--- config.mk ---
export PLATFORM = sky130hd
export DESIGN_NAME = mult_seq
export DESIGN_NICKNAME = d
export VERILOG_FILES = /design/src/rtl/mult_pkg.sv /design/src/rtl/adder.sv /design/src/rtl/mult_pp_gen.sv /design/src/rtl/mult_seq.sv
export SDC_FILE = /design/constraint.sdc
export NUM_CORES = 1
export LEC_CHECK = 0
export ABC_CLOCK_PERIOD_IN_PS = 4300
export CAP_MARGIN = 20
export CORE_AREA = 5 5 77 107
export CTS_CLUSTER_DIAMETER = 50
export DETAILED_ROUTE_END_ITERATION = 16
export DIE_AREA = 0 0 82 112
export PLACE_DENSITY = 0.79
export SLEW_MARGIN = 20
export SYNTH_ARGS = -nofsm -noshare
export SYNTH_HDL_FRONTEND = slang
export SYNTH_HIERARCHICAL = 1
export SYNTH_SLANG_ARGS = --single-unit
--- constraint.sdc ---
create_clock -name in_clk -period 4.3 [get_ports in_clk]
set_clock_uncertainty 0.15 [all_clocks]
set_input_delay 0.86 -clock in_clk [delete_from_list [all_inputs] [get_ports in_clk]]
set_output_delay 0.86 -clock in_clk [all_outputs]
set_load 0.05 [all_outputs]
--- src/rtl/mult_pkg.sv ---
// Shared types and helpers for the sequential multiplier family.
package mult_pkg;

    typedef enum logic [1:0] {
        IDLE,
        RUN,
        SIGN,
        DONE
    } t_mult_state;

    // Number of radix-2^digit_bits steps needed to consume an in_bits multiplier.
    function automatic int digit_count(input int in_bits, input int digit_bits);
        return in_bits / digit_bits;
    endfunction

endpackage

--- src/rtl/adder.sv ---
// Plain two-operand adder from the arithmetics library.
module adder #(
    parameter int WIDTH = 16
) (
    input  logic [WIDTH-1:0] a,
    input  logic [WIDTH-1:0] b,
    output logic [WIDTH-1:0] sum
);

    assign sum = a + b;

endmodule

--- src/rtl/mult_pp_gen.sv ---
// Combinational partial product of an IN_BITS multiplicand and one DIGIT_BITS multiplier digit.
module mult_pp_gen #(
    parameter int IN_BITS    = 8,
    parameter int DIGIT_BITS = 1
) (
    input  logic [IN_BITS-1:0]            mcand,
    input  logic [DIGIT_BITS-1:0]         digit,
    output logic [IN_BITS+DIGIT_BITS-1:0] pp
);

    localparam int PP_BITS = IN_BITS + DIGIT_BITS;

    // Shift-and-add over the digit bits keeps the cell a pure AND/adder array.
    always_comb begin
        pp = '0;
        for (int i = 0; i < DIGIT_BITS; i++) begin
            if (digit[i]) begin
                pp = pp + (PP_BITS'(mcand) << i);
            end
        end
    end

endmodule

--- src/rtl/mult_seq.sv ---
// Sequential shift-and-add multiplier, DIGIT_BITS multiplier bits per cycle,
// unsigned or two's-complement operands chosen per operation, with truncation overflow.
module mult_seq #(
    parameter int IN_BITS    = 8,
    parameter int OUT_BITS   = 16,
    parameter int DIGIT_BITS = 1
) (
    input  logic                in_clk,
    input  logic                in_rst,
    input  logic [IN_BITS-1:0]  in_a,
    input  logic [IN_BITS-1:0]  in_b,
    input  logic                in_signed,
    input  logic                in_start,
    output logic                out_ready,
    output logic                out_busy,
    output logic                out_finished,
    output logic [OUT_BITS-1:0] out_prod,
    output logic                out_ovf
);

    import mult_pkg::*;

    localparam int N        = digit_count(IN_BITS, DIGIT_BITS);
    localparam int ACC_BITS = 2 * IN_BITS;
    localparam int PP_BITS  = IN_BITS + DIGIT_BITS;
    localparam int CNT_BITS = (N > 1) ? $clog2(N) : 1;
    localparam int EXT_BITS = ((OUT_BITS > ACC_BITS) ? OUT_BITS : ACC_BITS) + 1;
    localparam int UP_BITS  = EXT_BITS - OUT_BITS;

    if (IN_BITS % DIGIT_BITS != 0) begin : g_bad_digit
        $error("mult_seq: DIGIT_BITS must divide IN_BITS");
    end

    t_mult_state           state;
    logic [IN_BITS-1:0]    mag_a;
    logic [IN_BITS-1:0]    b_sh;
    logic                  neg;
    logic                  sgn_q;
    logic [ACC_BITS-1:0]   acc;
    logic [CNT_BITS-1:0]   k;

    logic [IN_BITS-1:0]    abs_a;
    logic [IN_BITS-1:0]    abs_b;
    logic [PP_BITS-1:0]    pp;
    logic [ACC_BITS-1:0]   pp_shift;
    logic [ACC_BITS-1:0]   acc_next;
    logic [ACC_BITS-1:0]   res;
    logic [EXT_BITS-1:0]   ext_s;
    logic [EXT_BITS-1:0]   ext_u;
    logic [EXT_BITS-1:0]   ext;
    logic [OUT_BITS-1:0]   prod_next;
    logic                  ovf_next;

    // The most negative operand negates to itself, which is its correct unsigned magnitude.
    assign abs_a = (in_signed && in_a[IN_BITS-1]) ? -in_a : in_a;
    assign abs_b = (in_signed && in_b[IN_BITS-1]) ? -in_b : in_b;

    mult_pp_gen #(
        .IN_BITS    (IN_BITS),
        .DIGIT_BITS (DIGIT_BITS)
    ) u_pp_gen (
        .mcand (mag_a),
        .digit (b_sh[DIGIT_BITS-1:0]),
        .pp    (pp)
    );

    assign pp_shift = ACC_BITS'(pp) << (32'(k) * DIGIT_BITS);

    adder #(
        .WIDTH (ACC_BITS)
    ) u_adder (
        .a   (acc),
        .b   (pp_shift),
        .sum (acc_next)
    );

    // One extra bit above both widths lets a single compare cover truncation and extension.
    assign res       = neg ? -acc : acc;
    assign ext_s     = EXT_BITS'($signed(res));
    assign ext_u     = EXT_BITS'(res);
    assign ext       = sgn_q ? ext_s : ext_u;
    assign prod_next = ext[OUT_BITS-1:0];
    assign ovf_next  = ext[EXT_BITS-1:OUT_BITS] != {UP_BITS{sgn_q & ext[OUT_BITS-1]}};

    always_ff @(posedge in_clk) begin
        if (in_rst) begin
            state        <= IDLE;
            mag_a        <= '0;
            b_sh         <= '0;
            neg          <= 1'b0;
            sgn_q        <= 1'b0;
            acc          <= '0;
            k            <= '0;
            out_ready    <= 1'b1;
            out_busy     <= 1'b0;
            out_finished <= 1'b0;
            out_prod     <= '0;
            out_ovf      <= 1'b0;
        end else begin
            case (state)
                IDLE, DONE: begin
                    if (in_start) begin
                        state        <= RUN;
                        mag_a        <= abs_a;
                        b_sh         <= abs_b;
                        neg          <= in_signed & (in_a[IN_BITS-1] ^ in_b[IN_BITS-1]);
                        sgn_q        <= in_signed;
                        acc          <= '0;
                        k            <= '0;
                        out_ready    <= 1'b0;
                        out_busy     <= 1'b1;
                        out_finished <= 1'b0;
                    end
                end
                RUN: begin
                    acc  <= acc_next;
                    b_sh <= b_sh >> DIGIT_BITS;
                    k    <= k + CNT_BITS'(1);
                    if (k == CNT_BITS'(N - 1)) begin
                        state <= SIGN;
                    end
                end
                SIGN: begin
                    acc          <= res;
                    out_prod     <= prod_next;
                    out_ovf      <= ovf_next;
                    out_ready    <= 1'b1;
                    out_busy     <= 1'b0;
                    out_finished <= 1'b1;
                    state        <= DONE;
                end
                default: begin
                    state <= IDLE;
                end
            endcase
        end
    end

endmodule
==> results.rst <==
.. list-table::
   :header-rows: 1

   * - Metric
     - Value
   * - Via count of the first global-routing pass
     - 3829
   * - Net count of the mapped netlist
     - around 570
   * - Number of buffers on the longest clock path
     - 2
   * - Cell breakdown of the critical path
     - mux2_2, nor2_1, o32ai_1, ha_1, a21o_1, a311oi_2, nor3_1, o41ai_2, xnor2_1, nand2_1, nor2_1, a31oi_1, o22ai_1
   * - Endpoint class of the critical path
     - flop
   * - Maximum capacitance violations
     - 0
   * - Wire length of the first global-routing pass
     - ~17 mm
   * - Antenna viol nets, final
     - 0
   * - Die Area
     - approximately 9200 µm²
   * - Worst vdd rail ir drop
     - between 400 and 500 µV
   * - Worst skew pair latency
     - approximately 0.35 ns
   * - Detailed-route DRC error count
     - 0
   * - Largest stage delay, worst path
     - about 0.7 ns
   * - Critical Path Fanout Max
     - 15
   * - Number of enable flip-flop cells after synthesis
     - 0
   * - Y dimension of the die
     - 112 µm
   * - Sum of routed wire length over all layers
     - 10.7 mm
   * - Data arrival time of the critical path
     - roughly 3.7 ns
   * - Endpoints failing hold
     - 0
   * - Worst-Margin Slew
     - about 0.75 ns
   * - Placeable core area
     - roughly 7200 µm²
   * - Total via count after detailed routing
     - 3920
   * - Cell Area, Placed
     - 4440 µm²
   * - Proportion of layout cells with a drive suffix above 1
     - 0.0700
   * - Die boundary width
     - 82 µm
   * - Total number of yosys warnings
     - 6
   * - Number of gates resized after cts
     - 0
   * - Seq/Total Area, Yosys
     - 0.283
   * - Io pins
     - 40
   * - Unrepaired setup endpoints after global routing
     - false
   * - Worst hold path type
     - flop to flop
   * - Initial antenna violation count
     - 0
   * - Number of DRC violations after detailed-routing iteration 0
     - around 150
   * - Global route overflow
     - 0
   * - Minimum period implied by the final worst setup slack
     - 3.56 ns
   * - Critical path's most frequent cell
     - sky130_fd_sc_hd__nor2_1
   * - Synth Flop Type
     - sky130_fd_sc_hd__dfxtp_1
   * - Share of synthesized registers carrying an async set or reset
     - 0
   * - Max Slew Vio Count
     - 0
   * - Global router's overall resource usage
     - 0.242
   * - Routability congestion estimate from global placement
     - slightly above 0.9
   * - Final design instance area without fill
     - between 4000 and 5000 µm²
   * - Clock input transition at the sequential cells of the worst setup and hold paths
     - about 0.07 ns
   * - CTS Root Cell
     - sky130_fd_sc_hd__clkbuf_8
   * - Post-synthesis cell type with the largest combined area
     - sky130_fd_sc_hd__dfxtp_1
   * - Slowest cell on the critical path
     - sky130_fd_sc_hd__dfxtp_1
   * - Largest net degree at the start of global routing
     - 33
   * - Non-filler instance count after layout
     - 654
   * - Via-to-Cell Ratio
     - ~6.0
   * - Num CTS Buffers
     - 9
   * - Category of the worst setup path launch point
     - flop
   * - Synthesized area
     - 4030 µm²
   * - Cell count after placement
     - between 600 and 700
   * - Synth Instances
     - around 530
   * - Count of input and output buffers
     - 38
   * - Top library cells by usage in the layout, fill and taps aside
     - sky130_fd_sc_hd__nor2_1, sky130_fd_sc_hd__nand2_1, sky130_fd_sc_hd__dfxtp_1, sky130_fd_sc_hd__a21oi_1, sky130_fd_sc_hd__clkdlybuf4s50_1
   * - Cts-stage hold buffer count
     - 0
   * - Yosys top cell area share
     - 0.283
   * - Final worst-path cycle share
     - 0.829
   * - Total inserted antenna cells
     - 0
   * - Pleak
     - 1.76 nW
   * - Number of distinct standard cells referenced by the synthesized netlist
     - 61
   * - Number of nets at the end of the flow
     - slightly below 600
   * - Result of the run
     - completed
   * - Post-CTS setup-driven buffer insertion count
     - 0
   * - Achievable frequency
     - 281 MHz
   * - Placed wire-length estimate after detailed placement
     - approximately 8.3 mm
   * - Initial cell density of the core
     - 0.558
   * - Worst path buffer plus inverter count
     - 0
   * - Summed negative setup slack over all endpoints
     - 0 ns
   * - Depth of the CTS H-tree
     - 3
   * - CTS tree
     - built
   * - Top cells by area in the synthesized netlist
     - sky130_fd_sc_hd__dfxtp_1, sky130_fd_sc_hd__ha_1, sky130_fd_sc_hd__nor2_1
   * - Number of setup violations in the final report
     - 0
   * - Mean Syn Cell Area
     - 7.63 µm²
   * - Number of fill cells in the layout
     - between 600 and 700
   * - Standard-cell rows
     - 37
   * - Category of the critical setup timing path
     - flop to flop
   * - Most common library cell in the layout ignoring fill and taps
     - sky130_fd_sc_hd__nor2_1
   * - Clock tree sinks
     - 57
   * - CP required
     - around 4.4 ns
   * - Worst relative slew slack
     - 0.499
   * - Area grow syn2layout
     - 15.1%
   * - Number of storage elements in the synthesis netlist
     - 57
   * - Number of detailed-route iterations in the first pass
     - 5
   * - Pwr Density
     - 586 nW/µm²
   * - Post-detailed-route wirelength per cell
     - ~16 µm
   * - Cell family with most CP delay
     - compound AO/OA/AOI/OAI gates
synthesized netlist by cell type (all sizes together) (6+ instances only):
library cell  number
or3               11
mux2i              9
a21oi             47
inv               19
mux2               6
xnor2             20
o211ai             7
a311oi             6
dfxtp             57
ha                23
nor2              66
and2              11
nor3              13
o21ai             30
buf                6
a211oi            17
nand3             11
o22ai              7
nand2             60
a31oi              6
xor2              15
clkbuf            23
kinds of logic (layout without fill, tap and decap cells):
family	Yosys count	count (layout)	share of synthesized area
xor gates and xnor gates	35	35	0.0761
DFF	57	57	0.283
and+or+nand+nor	190	190	0.214
AOI/OAI and AO/OA	155	155	0.256
other	2	2	0.00186
buffers and inverters	49	78	0.0475
muxes	16	16	0.0447
adders and majority gates	24	24	0.0764
final timing paths:
check	from	endpoint	slack, ns	depth (start not counted)
min	mag_a[7]$_SDFFE_PP0P_	mag_a[7]$_SDFFE_PP0P_	0.30	2
min reg2reg	mag_a[7]$_SDFFE_PP0P_	mag_a[7]$_SDFFE_PP0P_	0.30	2
max	k[1]$_SDFFE_PP0P_	acc[12]$_SDFFE_PP0P_	0.74	13
max reg2reg	k[1]$_SDFFE_PP0P_	acc[12]$_SDFFE_PP0P_	0.74	13
registers in the layout (all words and copies together) (netlist names):
register      cells
acc              16
out_prod         16
b_sh              8
mag_a             8
k                 3
state             2
neg               1
out_busy          1
out_finished      1
out_ready         1
power by group:
group	switching, mW	leakage (nW)	internal [mW]
registers	0.126	0.465	0.666
logic	0.909	1.20	0.508
clock network	0.227	0.0953	0.281
worst min-delay path: stages (launching register included):
cell	delay [ns]
sky130_fd_sc_hd__dfxtp_1	0.31
sky130_fd_sc_hd__nand2_1	0.05
sky130_fd_sc_hd__a21oi_1	0.05
routing by layer:
metal,GRT usage,share of wire,up-vias
li1,-,-,1942
met1,0.245,0.37,1838
met4,0.113,0.036,0
met5,0,0,-
met3,0.0494,0.047,29
met2,0.453,0.54,111
stage by stage:
| stage | power (mW) | setup slack [ns] | hold slack, ns | util |
|---|---|---|---|---|
| after floorplan | 1.84 | 1.13 | 0.282 | - |
| after global placement | 2.18 | 0.731 | 0.289 | 0.615 |
| after detailed placement | 2.21 | 0.778 | 0.297 | 0.615 |
| after CTS | 2.72 | 0.773 | 0.306 | 0.642 |
| after global routing | 2.91 | 0.513 | 0.316 | 0.642 |
| final | 2.72 | 0.737 | 0.304 | 0.642 |
layout make-up:
type | instances | area, µm² | share of cell area
Sequential cell | 57 | 1140 | 0.246
Clock inverter | 5 | 55.1 | 0.0119
Clock buffer | 11 | 141 | 0.0305
Inverter | 20 | 75.1 | 0.0162
Tap cell | 97 | 121 | 0.0262
Timing Repair Buffer | 42 | 405 | 0.0875
Multi-Input combinational cell | 422 | 2700 | 0.582
No activity file was read; power rests on OpenSTA's default activity.
